<file path="config.mk">
export PLATFORM = sky130hd
export DESIGN_NAME = hs_rx_fifo
export DESIGN_NICKNAME = d
export VERILOG_FILES = /design/src/rtl/hs_pkg.sv /design/src/rtl/hs_sync.sv /design/src/rtl/hs_rx_fifo.sv
export SDC_FILE = /design/constraint.sdc
export NUM_CORES = 1
export LEC_CHECK = 0
export BUFFER_PORTS_ARGS = -buffer_cell sky130_fd_sc_hd__buf_4
export CAP_MARGIN = 20
export CORE_UTILIZATION = 48
export CTS_CLUSTER_DIAMETER = 50
export DETAILED_ROUTE_END_ITERATION = 16
export PLACE_DENSITY = 0.84
export SLEW_MARGIN = 15
export SYNTH_ARGS = -nofsm -noshare
export SYNTH_HDL_FRONTEND = slang
export SYNTH_SLANG_ARGS = --single-unit
</file>
<file path="constraint.sdc">
create_clock -name clk -period 1.84 [get_ports clk]
set_input_delay 0.46 -clock clk [delete_from_list [all_inputs] [get_ports clk]]
set_output_delay 0.46 -clock clk [all_outputs]
set_load 0.02 [all_outputs]
</file>
<file path="src/rtl/hs_pkg.sv">
// Shared types and constants for the 4-phase bundled-data receive bridges.
// HS_RX_SYNC3_EN selects a 3-flop request synchroniser instead of 2.
package hs_pkg;

    typedef enum logic {HS_IDLE, HS_ACK} hs_state_t;

`ifdef HS_RX_SYNC3_EN
    localparam int HS_SYNC_STAGES = 3;
`else
    localparam int HS_SYNC_STAGES = 2;
`endif

endpackage

</file>
<file path="src/rtl/hs_sync.sv">
// Purpose: S-flop reset-to-0 synchroniser for a single asynchronous level.
// Latency: S clk edges from input change to q.
// Backpressure: none; free-running.
module hs_sync #(
    parameter int S = 2
) (
    input  logic clk,
    input  logic rst,
    input  logic d,
    output logic q
);

    logic [S-1:0] r_chain;

    always_ff @(posedge clk or negedge rst) begin
        if (!rst) begin
            r_chain <= '0;
        end else begin
            r_chain <= {r_chain[S-2:0], d};
        end
    end

    assign q = r_chain[S-1];

endmodule

</file>
<file path="src/rtl/hs_rx_fifo.sv">
// Purpose: 4-phase r/a/d receiver into a DEPTH-entry show-ahead FIFO with a valid/ready output.
// Latency: r_i sampled at edge k -> push and a_i=1 after edge k+S (S=2, or 3 with HS_RX_SYNC3_EN).
// Backpressure: when full, a_i is withheld so upstream stalls; output pops on v_o & rdy_i.
module hs_rx_fifo
    import hs_pkg::*;
#(
    parameter int N     = 1,
    parameter int DEPTH = 4
) (
    input  logic                     clk,
    input  logic                     rst,
    input  logic                     r_i,
    output logic                     a_i,
    input  logic [N-1:0]             d_i,
    output logic                     v_o,
    input  logic                     rdy_i,
    output logic [N-1:0]             d_o,
    output logic [$clog2(DEPTH):0]   cnt_o
);

    localparam int AW = $clog2(DEPTH);
    localparam int CW = AW + 1;

    logic [N-1:0]  r_mem [DEPTH];
    logic [AW-1:0] r_wptr;
    logic [AW-1:0] r_rptr;
    logic [CW-1:0] r_cnt;
    logic          r_ack;
    hs_state_t     r_state;

    logic          w_rs;
    logic          w_full;
    logic          w_push;
    logic          w_pop;
    logic          w_ack_nxt;
    hs_state_t     w_state_nxt;

    hs_sync #(.S(HS_SYNC_STAGES)) u_req_sync (
        .clk (clk),
        .rst (rst),
        .d   (r_i),
        .q   (w_rs)
    );

    assign w_full = (r_cnt == CW'(DEPTH));
    assign w_pop  = (r_cnt != '0) && rdy_i;

    // Push is tied to the IDLE->ACK transition, so d_i is sampled exactly once per request.
    always_comb begin
        w_state_nxt = r_state;
        w_ack_nxt   = r_ack;
        w_push      = 1'b0;
        case (r_state)
            HS_IDLE: begin
                if (w_rs && !w_full) begin
                    w_push      = 1'b1;
                    w_ack_nxt   = 1'b1;
                    w_state_nxt = HS_ACK;
                end
            end
            HS_ACK: begin
                if (!w_rs) begin
                    w_ack_nxt   = 1'b0;
                    w_state_nxt = HS_IDLE;
                end
            end
            default: begin
                w_ack_nxt   = 1'b0;
                w_state_nxt = HS_IDLE;
            end
        endcase
    end

    always_ff @(posedge clk or negedge rst) begin
        if (!rst) begin
            r_state <= HS_IDLE;
            r_ack   <= 1'b0;
        end else begin
            r_state <= w_state_nxt;
            r_ack   <= w_ack_nxt;
        end
    end

    always_ff @(posedge clk or negedge rst) begin
        if (!rst) begin
            for (int i = 0; i < DEPTH; i++) begin
                r_mem[i] <= '0;
            end
        end else if (w_push) begin
            r_mem[r_wptr] <= d_i;
        end
    end

    always_ff @(posedge clk or negedge rst) begin
        if (!rst) begin
            r_wptr <= '0;
            r_rptr <= '0;
            r_cnt  <= '0;
        end else begin
            if (w_push) begin
                r_wptr <= r_wptr + 1'b1;
            end
            if (w_pop) begin
                r_rptr <= r_rptr + 1'b1;
            end
            case ({w_push, w_pop})
                2'b10:   r_cnt <= r_cnt + 1'b1;
                2'b01:   r_cnt <= r_cnt - 1'b1;
                default: r_cnt <= r_cnt;
            endcase
        end
    end

    assign a_i   = r_ack;
    assign v_o   = (r_cnt != '0);
    assign d_o   = r_mem[r_rptr];
    assign cnt_o = r_cnt;

endmodule

</file>
## After elaboration in Yosys (flattened, before gate mapping)

Cells that the tools add are included.

- Bits in registers: 15
- Bits of input ports: 5
- Output and inout port bits: 6
- Word-level logic and storage cells: 46

- Add/subtract/negate cells: 4
- $lt $le $gt $ge: 3
- Eq/ne operators: 5
- Muxes and demuxes: 14
- Bitwise logic cells: 3
- Reductions and logical operators: 7

Operator list:

| operator | count |
|---|---|
| $mux 1 | 8 |
| $ge 3x3->1 const B | 2 |
| $not 2->3 | 2 |
| $pmux 3 s2 | 1 |
| $add 2x1->2 const B | 2 |
| $bwmux 4 | 1 |
| $ne 2x2->1 const B | 2 |
| $pmux 1 s2 | 2 |
| $add 3x1->3 const B | 1 |
| $eq 3x3->1 const B | 1 |
| $logic_and 1x1->1 | 3 |
| $lt 3x1->1 const B | 1 |
| $reduce_bool 3->1 | 1 |
| $sub 3x1->3 const B | 1 |
| $bmux 1 s2 | 1 |
| $demux 1 s2 | 1 |
| $eq 2x1->1 const B | 1 |
| $eq 2x2->1 const B | 1 |
| $reduce_and 2->1 | 1 |
| $reduce_bool 2->1 | 1 |
| $logic_not 1->1 | 1 |
| $not 1->1 | 1 |

## Logic depth before layout (Yosys ltp)

- Depth after elaboration: 7
- Mapped depth: 9

## Cells and area by module

A second synthesis with hierarchy kept.

- Cell total of the unflattened synthesis: 54
- Area total of the unflattened synthesis: 742.0 sq um

Modules (own cells, without submodules):

| module | instances | cells each | area each (sq um) | sequential area each (sq um) |
|---|---|---|---|---|
| hs_rx_fifo | 1 | 52 | 691.9 | 325.3 |
| hs_sync | 1 | 2 | 50.0 | 50.0 |

## Least setup slack after synthesis

No wires, ideal clock.

- Path type: reg-to-reg
- From: register r_cnt[2] (netlist: cnt_o[2])
- To: register r_cnt[2] (netlist: cnt_o[2])
- Setup time: 0.080 ns
- Arrival time: 1.943 ns
- Path slack: -0.183 ns
- Stages on the path, launching flop included: 10
- Cell sequence: dfrtp_1 > nor3b_4 > nor3b_2 > inv_1 > ha_1 > inv_1 > fa_1 > xor2_1 > nor2_1 > xor2_1

- Cells in the longest elaborated chain, start to end: 7
- Elaborated cells between the ends (all ways): 13
- Those cells by class: add/sub: 2; eq/ne: 3; mux: 3; reduce/logical: 5

RTL lines:

| item | RTL line | text |
|---|---|---|
| start: declaration | hs_rx_fifo.sv:27 | `logic [CW-1:0] r_cnt;` |
| start signal: assignment | hs_rx_fifo.sv:107 | `2'b10: r_cnt <= r_cnt + 1'b1;` |
| start signal: assignment | hs_rx_fifo.sv:108 | `2'b01: r_cnt <= r_cnt - 1'b1;` |
| start signal: assignment | hs_rx_fifo.sv:109 | `default: r_cnt <= r_cnt;` |
| $eq 3x3->1 | hs_rx_fifo.sv:45 | `assign w_full = (r_cnt == CW'(DEPTH));` |
| $logic_not 1->1 | hs_rx_fifo.sv:55 | `if (w_rs && !w_full) begin` |
| $logic_and 1x1->1 | hs_rx_fifo.sv:55 |  |
| $mux 1 | hs_rx_fifo.sv:55 |  |
| $mux 1 | hs_rx_fifo.sv:53 | `case (r_state)` |
| $eq 2x1->1 or $eq 2x2->1 (tied branches) | hs_rx_fifo.sv:106 | `case ({w_push, w_pop})` |
| $pmux 3 s2 or $reduce_bool 2->1 (tied branches) | -- |  |

Several ways; a longest one is shown, not always the timed one.
A chain may end at the register's enable or synchronous reset.

## Worst setup path after layout

- From: register r_cnt[1] (netlist: cnt_o[1])
- To: output port v_o

- Cells in the longest elaborated chain, start to end: 1

RTL lines:

| item | RTL line | text |
|---|---|---|
| $reduce_bool 3->1 | hs_rx_fifo.sv:115 | `assign v_o = (r_cnt != '0);` |
| end: declaration | hs_rx_fifo.sv:15 | `output logic v_o,` |

No other way between the ends.

==> results.md <==
* Status: finished with violations
* Failing checks: setup timing
* Crit path DAT at 1.41 ns
* # H-tree levels at 1
* CTS tree: built
* Slew @ Worst Pin at 0.328 ns
* Clock Latency Late Sink at 0.29 ns
* # IOs at 11
* Synth Flop Type: dfrtp_1
* Kind of critical path: flop to primary output
* CP max FO at 4
* Total die area at approximately 1700 um2
* Syn avg cell area at about 14 um2
* Clock Pin Slew Worst Setup and Hold Paths at 0.09 ns
* WL per Instance at between 15 and 20 um
* Area Growth Syn to Fin at 33.9%
* Die height at 41.3 um
* Count of input and output buffers at 10
* Top-count cell post-synth: dfrtp_1
* Mapped Cells at 54
* CP Launch Type: flop
* Clk_skew at between 0.007 and 0.008 ns
* Worst Setup End Kind: primary output
* P per Cell Area at ~1700 nW/um2
* Post-synth EDFFs at 0
* Drt first pass iters at 4
* Fmax at between 0.5 and 0.6 GHz
* RSZ-0062 raised after global routing: yes
* Yosys warning total at 0
* Slowest cell delay on critical path at about 0.44 ns
* WP data required at between 1 and 1.5 ns
* Max Cap Viol at 0
* Post-route setup TNS at -0.0346 ns
* Min cycle time layout at between 1.5 and 2 ns
* GRT Util Overall at between 20% and 30%
* Top cell type by total area after synthesis: dfrtp_1
* Total leakage power at between 0.0004 and 0.0005 uW
* Inserted Clock Buffers at 3
* Global-route wire length before repair at 2180 um
* Antenna diode count at 0
* Synth top cells by count: dfrtp_1 (15), inv_1 (7), ha_1 (5)
* Gpl congestion at around 0.74
* Vias per Instance at between 5 and 6
* Placed instance area at about 900 um2
* Synth top area share at 50.6%
* Initial detailed-routing violation count at 6
* Fill cells at around 100
* Endpoints failing setup at 2
* DRC errors left at 0
* Peak VDD IR at about 1.0 mV
* Synth unique cells at 19
* # rows at 13
* Grt ovf at 0
* Worst Hold Class: primary input to async pin
* Hold Fails Final Rpt at 0
* Die W at a little over 40 um
* Nets at between 90 and 100
* Initial Util at a little over half
* DP HPWL at 967 um
* TritonCTS Sinks at 15
* Total number of vias at slightly below 500
* Critical path, cell by cell: buf_4 -> or3_4 -> buf_6
* Syn_nets at 65
* Final non-filler cell area at between 900 and 1000 um2
* Initial antenna violation count at 0
* Largest net degree at the start of global routing at 16
* Final slew viol count at 0
* CORE AREA at 1370 um2
* Area of the mapped netlist at ~740 um2
* # hold bufs at CTS at 0
* Antenna viol nets, final at 0
* Final design utilization at ~73%
* Layout cell share with drive strength beyond 1 at about 46%
* Number of global-route vias before repair at between 500 and 600
* Sequential-to-total area share from yosys stat at 50.6%
* Total Wirelength at 1440 um
* Asr flop ratio synth at 100%
* CTS max path bufs at 2
* Root Buffer Master: clkbuf_4
* Ranking of synthesized cells by area: dfrtp_1 (51%), ha_1 (8.4%), mux2_1 (6.1%)
* Placed Instances at 85
* Slowest CP cell: dfrtp_2
* Final period utilization at 102%
* Max_slew headroom at about 78%
* Hold_ws at ~0.0026 ns
* Final Non-Filler Cells at 95
* Setup ws final at -0.0317 ns
* #FFs+latches synth at 15
## per-layer routing
| metal | vias to the layer above | part of all wire (%) | global-route usage, % |
|---|---|---|---|
| li1 | 236 | - | - |
| met1 | 245 | 42 | 22.9 |
| met2 | 9 | 52 | 38.3 |
| met3 | 4 | 3.5 | 6.38 |
| met4 | 0 | 2.4 | 14.5 |
| met5 | - | 0 | 0 |
## worst paths after layout
check / from / endpoint / slack [ns] / depth (start not counted)
min reg2reg: u_req_sync.r_chain[0]$_DFF_PN0_ / u_req_sync.r_chain[1]$_DFF_PN0_ / 0.36 / 0
max in group asynchronous: rst / cnt_o[2]$_DFFE_PN0P_ / 1.64 / 1
max: cnt_o[1]$_DFFE_PN0P_ / v_o / -0.03 / 3
max reg2reg: cnt_o[0]$_DFFE_PN0P_ / cnt_o[2]$_DFFE_PN0P_ / 0 / 9
min: rst / r_rptr[1]$_DFFE_PN0P_ / 0.003 / 1
min in group clk: r_i / u_req_sync.r_chain[0]$_DFF_PN0_ / 0.28 / 1
## cell families (layout without fill, tap and decap cells)
group           after synthesis  after routing  synth area share (%)
mux                           7              7                  12.5
simple gates                 10             10                  12.1
buf+inv                       7             33                  3.54
compound gates                3              3                  3.04
fa+ha+maj                     6              6                  11.1
xor+xnor                      6              6                  7.08
flops                        15             15                  50.6
## what timing repair did
action,4_1_cts,5_1_grt
cloned,0,0
pin swaps,5,6
gates resized for setup,3,3
setup buffers,6,0
setup endpoints to repair,3,4
## flip-flops by register name, summed over array words and instances (netlist names)
register / count
cnt_o: 3
r_wptr: 2
a_i: 1
r_rptr: 2
u_req_sync.r_chain: 2
r_state: 1
r_mem: 4
## worst max-delay path, delay by kind of cell (launching register included)
family | cells | cell delay [ns]
buffers and inverters | 2 | 0.30
flip-flops | 1 | 0.44
AND/OR/NAND/NOR | 1 | 0.38
## metrics by stage
stage	setup slack, ns	total power (uW)
after floorplan	-0.123	1090
after global placement	-0.00286	1340
after detailed placement	-0.0393	1390
after CTS	-0.0165	1690
after global routing	-0.104	1870
final	-0.0317	1740
## layout by cell type, fill, tap and decap left out
cell type  instances
a21boi_0           1
buf_4             19
buf_6              3
clkbuf_1           1
clkbuf_4           3
dfrtp_1           12
dfrtp_2            3
fa_2               1
ha_1               4
ha_4               1
inv_1              6
inv_2              1
mux2_1             4
mux2_4             1
mux2i_1            1
mux4_2             1
nand2_1            2
nor2_1             1
nor3b_2            1
nor3b_4            1
nor4bb_1           4
o21ai_0            1
o31a_4             1
or3_4              1
xnor2_1            3
xor2_1             3
## final cells by class
type	count	area, um2	area share, %
repair buffers	22	176	17.8
inverters	7	26.3	2.64
clock buffers	4	26.3	2.64
multi-input cells	32	367	36.9
well taps	15	18.8	1.89
flip-flops and latches	15	379	38.2
## power breakdown
| part | switching, uW | internal (uW) |
|---|---|---|
| Combinational | 423 | 532 |
| Sequential | 116 | 481 |
| Clock | 101 | 84.3 |
| Total | 640 | 1100 |
No activity file was read; power rests on OpenSTA's default activity.
